==> src/rtl/spi_slave_fsm_if.sv <==
// SPI slave serial pins plus the word-level handshake toward the RAM.
interface spi_slave_fsm_if #(parameter int DATA_W = 8);
    logic              SS_n;
    logic              MOSI;
    logic              MISO;
    logic [DATA_W+1:0] rx_data;
    logic              rx_valid;
    logic [DATA_W-1:0] tx_data;
    logic              tx_valid;

    modport slave  (input SS_n, MOSI, tx_data, tx_valid, output MISO, rx_data, rx_valid);
    modport master (output SS_n, MOSI, tx_data, tx_valid, input MISO, rx_data, rx_valid);
endinterface

==> src/rtl/spi_slave_fsm.sv <==
// SPI slave front end: MOSI frames to RAM command words, RAM read data back out on MISO.
module spi_slave_fsm #(
    parameter int DATA_W = 8
) (
    input logic          clk,
    input logic          rst_n,
    spi_slave_fsm_if.slave bus
);
    localparam int RXW = DATA_W + 2;
    localparam int CW  = $clog2(RXW + 1);
    localparam int TCW = $clog2(DATA_W + 2);

    typedef enum logic [2:0] {IDLE, CHK_CMD, WRITE, READ_ADD, READ_DATA} state_t;

    state_t            state_q, state_d;
    logic [CW-1:0]     cnt_q, cnt_d;
    logic [RXW-2:0]    rx_shift_q, rx_shift_d;
    logic [RXW-1:0]    rx_data_q, rx_data_d;
    logic              rx_valid_q, rx_valid_d;
    logic              rd_addr_seen_q, rd_addr_seen_d;
    logic [DATA_W-1:0] tx_shift_q, tx_shift_d;
    logic [TCW-1:0]    tx_cnt_q, tx_cnt_d;
    logic              miso_q, miso_d;

    always_ff @(posedge clk) begin
        if (!rst_n) begin
            state_q        <= IDLE;
            cnt_q          <= '0;
            rx_shift_q     <= '0;
            rx_data_q      <= '0;
            rx_valid_q     <= 1'b0;
            rd_addr_seen_q <= 1'b0;
            tx_shift_q     <= '0;
            tx_cnt_q       <= '0;
            miso_q         <= 1'b0;
        end else begin
            state_q        <= state_d;
            cnt_q          <= cnt_d;
            rx_shift_q     <= rx_shift_d;
            rx_data_q      <= rx_data_d;
            rx_valid_q     <= rx_valid_d;
            rd_addr_seen_q <= rd_addr_seen_d;
            tx_shift_q     <= tx_shift_d;
            tx_cnt_q       <= tx_cnt_d;
            miso_q         <= miso_d;
        end
    end

    // tx_cnt_q: 0 = waiting for tx_valid, 1..DATA_W = bit on MISO, DATA_W+1 = transfer finished
    always_comb begin
        state_d        = state_q;
        cnt_d          = cnt_q;
        rx_shift_d     = rx_shift_q;
        rx_data_d      = rx_data_q;
        rx_valid_d     = 1'b0;
        rd_addr_seen_d = rd_addr_seen_q;
        tx_shift_d     = tx_shift_q;
        tx_cnt_d       = tx_cnt_q;
        miso_d         = 1'b0;

        if (state_q == IDLE || bus.SS_n) begin
            cnt_d      = '0;
            rx_shift_d = '0;
            tx_shift_d = '0;
            tx_cnt_d   = '0;
            if (state_q != IDLE)
                state_d = IDLE;
            else if (!bus.SS_n)
                state_d = CHK_CMD;
        end else if (state_q == CHK_CMD) begin
            if (!bus.MOSI)
                state_d = WRITE;
            else
                state_d = rd_addr_seen_q ? READ_DATA : READ_ADD;
        end else if (cnt_q < CW'(RXW)) begin
            rx_shift_d = {rx_shift_q[RXW-3:0], bus.MOSI};
            cnt_d      = cnt_q + 1'b1;
            if (cnt_q == CW'(RXW - 1)) begin
                rx_data_d  = {rx_shift_q, bus.MOSI};
                rx_valid_d = 1'b1;
                if (state_q == READ_ADD)
                    rd_addr_seen_d = 1'b1;
            end
        end else if (state_q == READ_DATA) begin
            if (tx_cnt_q == '0) begin
                if (bus.tx_valid) begin
                    miso_d     = bus.tx_data[DATA_W-1];
                    tx_shift_d = {bus.tx_data[DATA_W-2:0], 1'b0};
                    tx_cnt_d   = TCW'(1);
                end
            end else if (tx_cnt_q < TCW'(DATA_W)) begin
                miso_d     = tx_shift_q[DATA_W-1];
                tx_shift_d = {tx_shift_q[DATA_W-2:0], 1'b0};
                tx_cnt_d   = tx_cnt_q + 1'b1;
            end else if (tx_cnt_q == TCW'(DATA_W)) begin
                tx_cnt_d       = TCW'(DATA_W + 1);
                rd_addr_seen_d = 1'b0;
            end
        end
    end

    assign bus.MISO     = miso_q;
    assign bus.rx_data  = rx_data_q;
    assign bus.rx_valid = rx_valid_q;
endmodule

==> src/flat_wrapper.sv <==
// flat-port wrapper written by rule: the top's interface ports become plain ports
module spi_slave_fsm_flat 
#(
    parameter int DATA_W = 8
)
  (clk, rst_n, bus_SS_n, bus_MOSI, bus_tx_data, bus_tx_valid, bus_MISO, bus_rx_data, bus_rx_valid);
  spi_slave_fsm_if #(.DATA_W(DATA_W)) bus_i ();
  input logic clk;
  input logic rst_n;
  input wire logic [$bits(bus_i.SS_n)-1:0] bus_SS_n;
  input wire logic [$bits(bus_i.MOSI)-1:0] bus_MOSI;
  input wire logic [$bits(bus_i.tx_data)-1:0] bus_tx_data;
  input wire logic [$bits(bus_i.tx_valid)-1:0] bus_tx_valid;
  output wire logic [$bits(bus_i.MISO)-1:0] bus_MISO;
  output wire logic [$bits(bus_i.rx_data)-1:0] bus_rx_data;
  output wire logic [$bits(bus_i.rx_valid)-1:0] bus_rx_valid;
  assign bus_i.SS_n = bus_SS_n;
  assign bus_i.MOSI = bus_MOSI;
  assign bus_i.tx_data = bus_tx_data;
  assign bus_i.tx_valid = bus_tx_valid;
  assign bus_MISO = bus_i.MISO;
  assign bus_rx_data = bus_i.rx_data;
  assign bus_rx_valid = bus_i.rx_valid;
  spi_slave_fsm #(.DATA_W(DATA_W)) u_core (.clk(clk), .rst_n(rst_n), .bus(bus_i));
endmodule
==> config.mk <==
export PLATFORM = sky130hd
export DESIGN_NAME = spi_slave_fsm_flat
export DESIGN_NICKNAME = d
export VERILOG_FILES = /design/src/rtl/spi_slave_fsm_if.sv /design/src/rtl/spi_slave_fsm.sv /design/src/flat_wrapper.sv
export SDC_FILE = /design/constraint.sdc
export NUM_CORES = 1
export LEC_CHECK = 0
export BUFFER_PORTS_ARGS = -buffer_cell sky130_fd_sc_hd__buf_2
export CORE_MARGIN = 4
export CORE_UTILIZATION = 40
export DETAILED_ROUTE_END_ITERATION = 8
export PLACE_DENSITY = 0.66
export SKIP_LAST_GASP = 1
export SLEW_MARGIN = 30
export SYNTH_ARGS = -nofsm -noshare
export SYNTH_HDL_FRONTEND = slang
export SYNTH_SLANG_ARGS = --single-unit
export TNS_END_PERCENT = 20
==> constraint.sdc <==
create_clock -name clk -period 4 [get_ports clk]
set_input_delay 0.2 -clock clk [delete_from_list [all_inputs] [get_ports clk]]
set_output_delay 0.2 -clock clk [all_outputs]
set_load 0.02 [all_outputs]
Word level (Yosys, flattened, before mapping)

Index checks and enable logic that the tools add are counted.

Register bits after elaboration: 41
Bits of input ports: 13
Output and inout bits: 12
Word-level logic and storage cells: 71

$add $sub $neg: 2
Order comparisons: 2
Equal/unequal tests: 11
Mux-type cells: 24
Bitwise logic cells: 5
Reduce and logical (&&, ||, !) cells: 18

Operator list:

| operator                                                                 | number |
|---|---|
| 8-bit two-way mux                                                        | 3 |
| 3-bit two-way mux                                                        | 6 |
| 4-bit two-way mux                                                        | 4 |
| 1-bit two-way mux                                                        | 11 |
| 5-bit AND reduction                                                      | 2 |
| 4-bit by 1-bit adder with 4-bit output (second input constant)           | 2 |
| 4-bit == test (second input constant)                                    | 2 |
| 4-bit < comparator (second input constant)                               | 2 |
| 8-bit AND reduction                                                      | 1 |
| 2-bit nonzero test                                                       | 4 |
| 2-bit inequality test (second input constant)                            | 3 |
| 3-bit nonzero test                                                       | 2 |
| 1-bit NOT                                                                | 5 |
| 5-bit OR reduction                                                       | 1 |
| 4-bit logical NOT                                                        | 1 |
| 2-bit by 1-bit inequality test with 1-bit output (second input constant) | 2 |
| 2-bit AND reduction                                                      | 2 |
| 4-bit AND reduction                                                      | 1 |
| 4-bit OR reduction                                                       | 1 |
| 3-bit by 1-bit == test with 1-bit output (second input constant)         | 1 |
| 3-bit by 2-bit == test with 1-bit output (second input constant)         | 1 |
| 3-bit == test (second input constant)                                    | 1 |
| 3-bit logical NOT                                                        | 1 |
| 3-bit inequality test (second input constant)                            | 1 |
| 2 further kinds                                                          | 2 |

Depth between registers and ports, before layout

Depth after elaboration: 6
Mapped depth: 7
Mapped depth without buffers: 5

Least setup slack after synthesis

No wires, ideal clock.

Kind: register -> register
Start: register u_core.tx_cnt_q[3]
End: register u_core.tx_shift_q[2]
Library setup time: 0.147 ns
Data arrival time: 1.501 ns
Data required time: 3.853 ns
Path slack: 2.352 ns
Cell stages (with the launch flop): 5
Path buffers: 1
Period minus slack after synthesis: 1.648 ns
Path through: dfxtp_1 buf_6 or4b_4 nor3_1 a211oi_1

Longest elaborated chain between the ends: 3
Elaborated cells on any way between the ends: 6
Those cells by class: order compare (1); eq/ne (1); mux (1); reduce/logical (3)

Ends and longest elaborated chain:

| item                                                                  | line                                     | RTL |
|---|---|---|
| start: declaration                                                    | spi_slave_fsm.sv:22                      | `logic [TCW-1:0] tx_cnt_q, tx_cnt_d;` |
| start signal: assignment                                              | spi_slave_fsm.sv:44                      | `tx_cnt_q <= tx_cnt_d;` |
| 4-bit < comparator or 4-bit logical NOT (tied branches)               | spi_slave_fsm.sv:91, spi_slave_fsm.sv:85 |  |
| 2-bit nonzero test (no line) or 2-bit inequality test (tied branches) | --                                       |  |
| 5-bit AND reduction (no line)                                         | --                                       |  |
| end signal: assignment                                                | spi_slave_fsm.sv:43                      | `tx_shift_q <= tx_shift_d;` |
| end: declaration                                                      | spi_slave_fsm.sv:21                      | `logic [DATA_W-1:0] tx_shift_q, tx_shift_d;` |

Parallel ways exist; a longest one is shown, timed or not.
A chain may end at the register's enable or synchronous reset.

Worst setup path after layout

Start: register u_core.state_q[2]
End: register u_core.tx_shift_q[4]

Longest elaborated chain between the ends: 3
Elaborated cells on any way between the ends: 7
Those cells by class: eq/ne (2); bitwise (1); reduce/logical (4)

Ends and longest elaborated chain:

| item                                                                          | line                                     | RTL |
|---|---|---|
| start: declaration                                                            | spi_slave_fsm.sv:15                      | `state_t state_q, state_d;` |
| start signal: assignment                                                      | spi_slave_fsm.sv:37                      | `state_q <= state_d;` |
| 3-bit by 1-bit == test with 1-bit output or 3-bit logical NOT (tied branches) | spi_slave_fsm.sv:70, spi_slave_fsm.sv:61 |  |
| 1-bit NOT (no line) or 1-bit logical OR (tied branches)                       | --                                       |  |
| 5-bit AND reduction (no line) or 2-bit OR reduction (tied branches)           | --                                       |  |

Parallel ways exist; a longest one is shown, timed or not.

==> results_dict.tcl <==
set metrics [dict create \
    critical_path_arrival_ps 2090 \
    min_to "u_core.rx_shift_q[0]$_SDFFE_PP0P_" \
    path_cells "or4b_4 > nor3_1 > a211oi_1" \
    design.core.area_sq_um 4692 \
    hold_start "bus_MOSI" \
    cts.path.max_buffers 2 \
    drt-total-wl_um 4132 \
    synth.avg_cell_area_sq_um 8.730 \
    setup_viol 0 \
    final_area_sq_um 2152 \
    layout-drive-gt1-share_pct 19.07 \
    period_needed_ps 1953 \
    hold_path_class "in2reg" \
    startpoint_type "register" \
    dpl_worst_slack_ps 2062 \
    syn_nets 238 \
    ys_seq_area_share_pct 41.50 \
    max-cap-violations 0 \
    gp_congestion 0.8123 \
    floorplan.initialDensity_pct 41.12 \
    synth_edf_count 0 \
    status "complete, no violations" \
    synth_ff_type "dfxtp_1" \
    cts_setup_buffers 0 \
    die_height_um 77.45 \
    fin_crit_sh_pct 48.82 \
    p_per_area_nw_per_um2 417.0 \
    cts_hold_repair.buffers 0 \
    clock.fmax_mhz 512.1 \
    grt_pass1_vias 1528 \
    syn-cell-area_sq_um 1929 \
    cp.required_ps 4140 \
    worst_setup_hold_path_clk_slew_ps 80 \
    cts_sinks 40 \
    crit_fanout 13 \
    die_w_um 77.45 \
    finClkSkew_ps 4.999 \
    p_leak_nw 0.7931 \
    r2r_cells 3 \
    rows 25 \
    io_pins 25 \
    root_buffer "clkbuf_8" \
    synth_seq_cells 40 \
    vias_per_cell 5.828 \
    endpoint_kind "register" \
    hold_depth 3 \
    tns_ps 0 \
    numCtsBuffers 5 \
    die_area_sq_um 5999 \
    synth_cell_types 45 \
    postRouteAntennaNets 0 \
    post_drt_wl_per_cell_um 14.25 \
    max_stage_delay_ps 580 \
    slew_violations 0 \
    place_area_sq_um 2056 \
    cts_resized 0 \
    route.vias.total 1690 \
    peakVddDrop_mv 0.2241 \
    timing.rr.end "u_core.tx_shift_q[4]$_SDFFE_PP0P_" \
    r2r_slack_ps 2050 \
    htreeDepth 2 \
    diodes 0 \
    setup_ws_ps 2047 \
    drt-pass1-iter-count 4 \
    cp_slowest_cell "nor3_1" \
    ys_warn_count 0 \
    grt_max_degree 25 \
    antenna_found_initial 0 \
    drc_errors 0 \
    clock_latency_ps 290 \
    final_nets 252 \
    rsz0062_at_grt "no" \
    cts_tree "done" \
    timing.rr.start "u_core.state_q[2]$_SDFFE_PN0P_" \
    grt_usage_pct 14.72 \
    dp.cells 282 \
    drtIter0Drc 142 \
    syn_inst 221 \
    area_delta_synth_final_pct 11.54 \
    port_buffers 24 \
    overflow 0 \
    crit_type "reg2reg" \
    relSlewSlack_pct 45.51 \
    power_mw 0.8975 \
    dp_hpwl_um 2848 \
    ys_async_sr_fraction_pct 0 \
    grt_pass1_wl_um 7272 \
    stdcell_count 290 \
    finalHoldViolCount 0 \
    tightest_slew_ps 815.4 \
]
## synth_stat cells (4+ instances only)
library cell  count  area, sq um
mux2i_1           6        60.06
a21boi_0         10        75.07
clkbuf_1         17        63.81
ha_1              4        50.05
nor2_1            5        18.77
dfxtp_1          40        800.8
o21ai_0          23        115.1
nor2b_1           4        25.02
nand3_1          22        110.1
a31oi_1           8        50.05
inv_1             5        18.77
a211oi_1          7        52.55
nand2_1           7        26.28
a21oi_1          15        75.07
## final cells by class
class	count	area, sq um
fillers	472	2540
repair buffers	27	142.6
clock buffers	6	82.58
multi-input cells	156	1026
inverters	5	18.77
well taps	54	67.56
flip-flops and latches	40	800.8
clock inverters	2	13.76
## report_power, final
part           switching [mW]  total [mW]  internal (mW)  leakage (nW)
Combinational           0.103       0.166         0.0626         0.419
Clock                   0.144       0.285          0.141        0.0516
Sequential             0.0342       0.447          0.412         0.323
Total                   0.281       0.897          0.616         0.793
## sequential cells by signal, summed over array words and instances (netlist names)
name / cells
u_core.rx_shift_q: 9
u_core.cnt_q: 4
u_core.tx_cnt_q: 4
u_core.bus.rx_data: 10
u_core.tx_shift_q: 7
u_core.bus.MISO: 1
u_core.rd_addr_seen_q: 1
u_core.state_q: 3
u_core.bus.rx_valid: 1
## per-layer routing
metal | track usage [%] | part of all wire (%) | vias to the layer above
met5 | 0 | 0 | -
met3 | 4.060 | 5.0 | 6
met4 | 4.270 | 1.1 | 0
met1 | 20.20 | 50 | 800
li1 | - | - | 850
met2 | 22.54 | 44 | 34
## placed cells by master (no fill, tap or decap), types with 3 or more instances in the layout
master,synthesis,routed
dfxtp_1,40,40
buf_2,1,24
o21ai_0,23,23
nand3_1,22,22
a21oi_1,15,15
a21boi_0,10,10
a31oi_1,8,8
nand2_1,7,7
a211oi_1,7,7
mux2i_1,6,6
clkbuf_8,0,6
inv_1,5,5
nor2_1,5,5
nor2b_1,4,4
ha_1,4,4
or3b_2,3,3
nor3b_1,3,3
a2bb2oi_1,3,3
o31ai_1,3,3
nand4_1,3,3
buf_4,0,3
## worst max-delay path by stage
stage                               startpoint                                end  cells after the start
3_5_place_dp    u_core.state_q[2]$_SDFFE_PN0P_  u_core.tx_shift_q[5]$_SDFFE_PP0P_                      3
6_report        u_core.state_q[2]$_SDFFE_PN0P_  u_core.tx_shift_q[4]$_SDFFE_PP0P_                      3
5_1_grt         u_core.state_q[1]$_SDFFE_PN0P_         u_core.bus.MISO$_SDFF_PP0_                      3
2_1_floorplan  u_core.tx_cnt_q[3]$_SDFFE_PP0P_  u_core.tx_shift_q[2]$_SDFFE_PP0P_                      4
3_3_place_gp    u_core.state_q[2]$_SDFFE_PN0P_  u_core.tx_shift_q[5]$_SDFFE_PP0P_                      3
4_1_cts         u_core.state_q[2]$_SDFFE_PN0P_  u_core.tx_shift_q[5]$_SDFFE_PP0P_                      3
## cell families (layout without fill, tap and decap cells)
kind of cell             count (synthesis)  in the layout  synth area share (%)
AO/OA/AOI/OAI                           79             79                 26.14
adder cells (fa/ha/maj)                  4              4                 2.594
buffers and inverters                   25             40                 5.317
flip-flops                              40             40                 41.50
multiplexers                             6              6                 3.113
AND/OR/NAND/NOR                         67             67                 21.34
## critical path, delay by kind of cell, from the launching register on
family          cells  cell delay, ps
flops               1             520
simple gates        2            1130
compound gates      1             160
## stage by stage
step	hold WS [ps]	util, %
floorplan	347.7	-
global placement	465.1	43.81
detailed placement	466.7	43.81
CTS	193.1	45.87
global route	214.6	45.87
finish	201.3	45.87
Power figures use the tool's default switching activity.
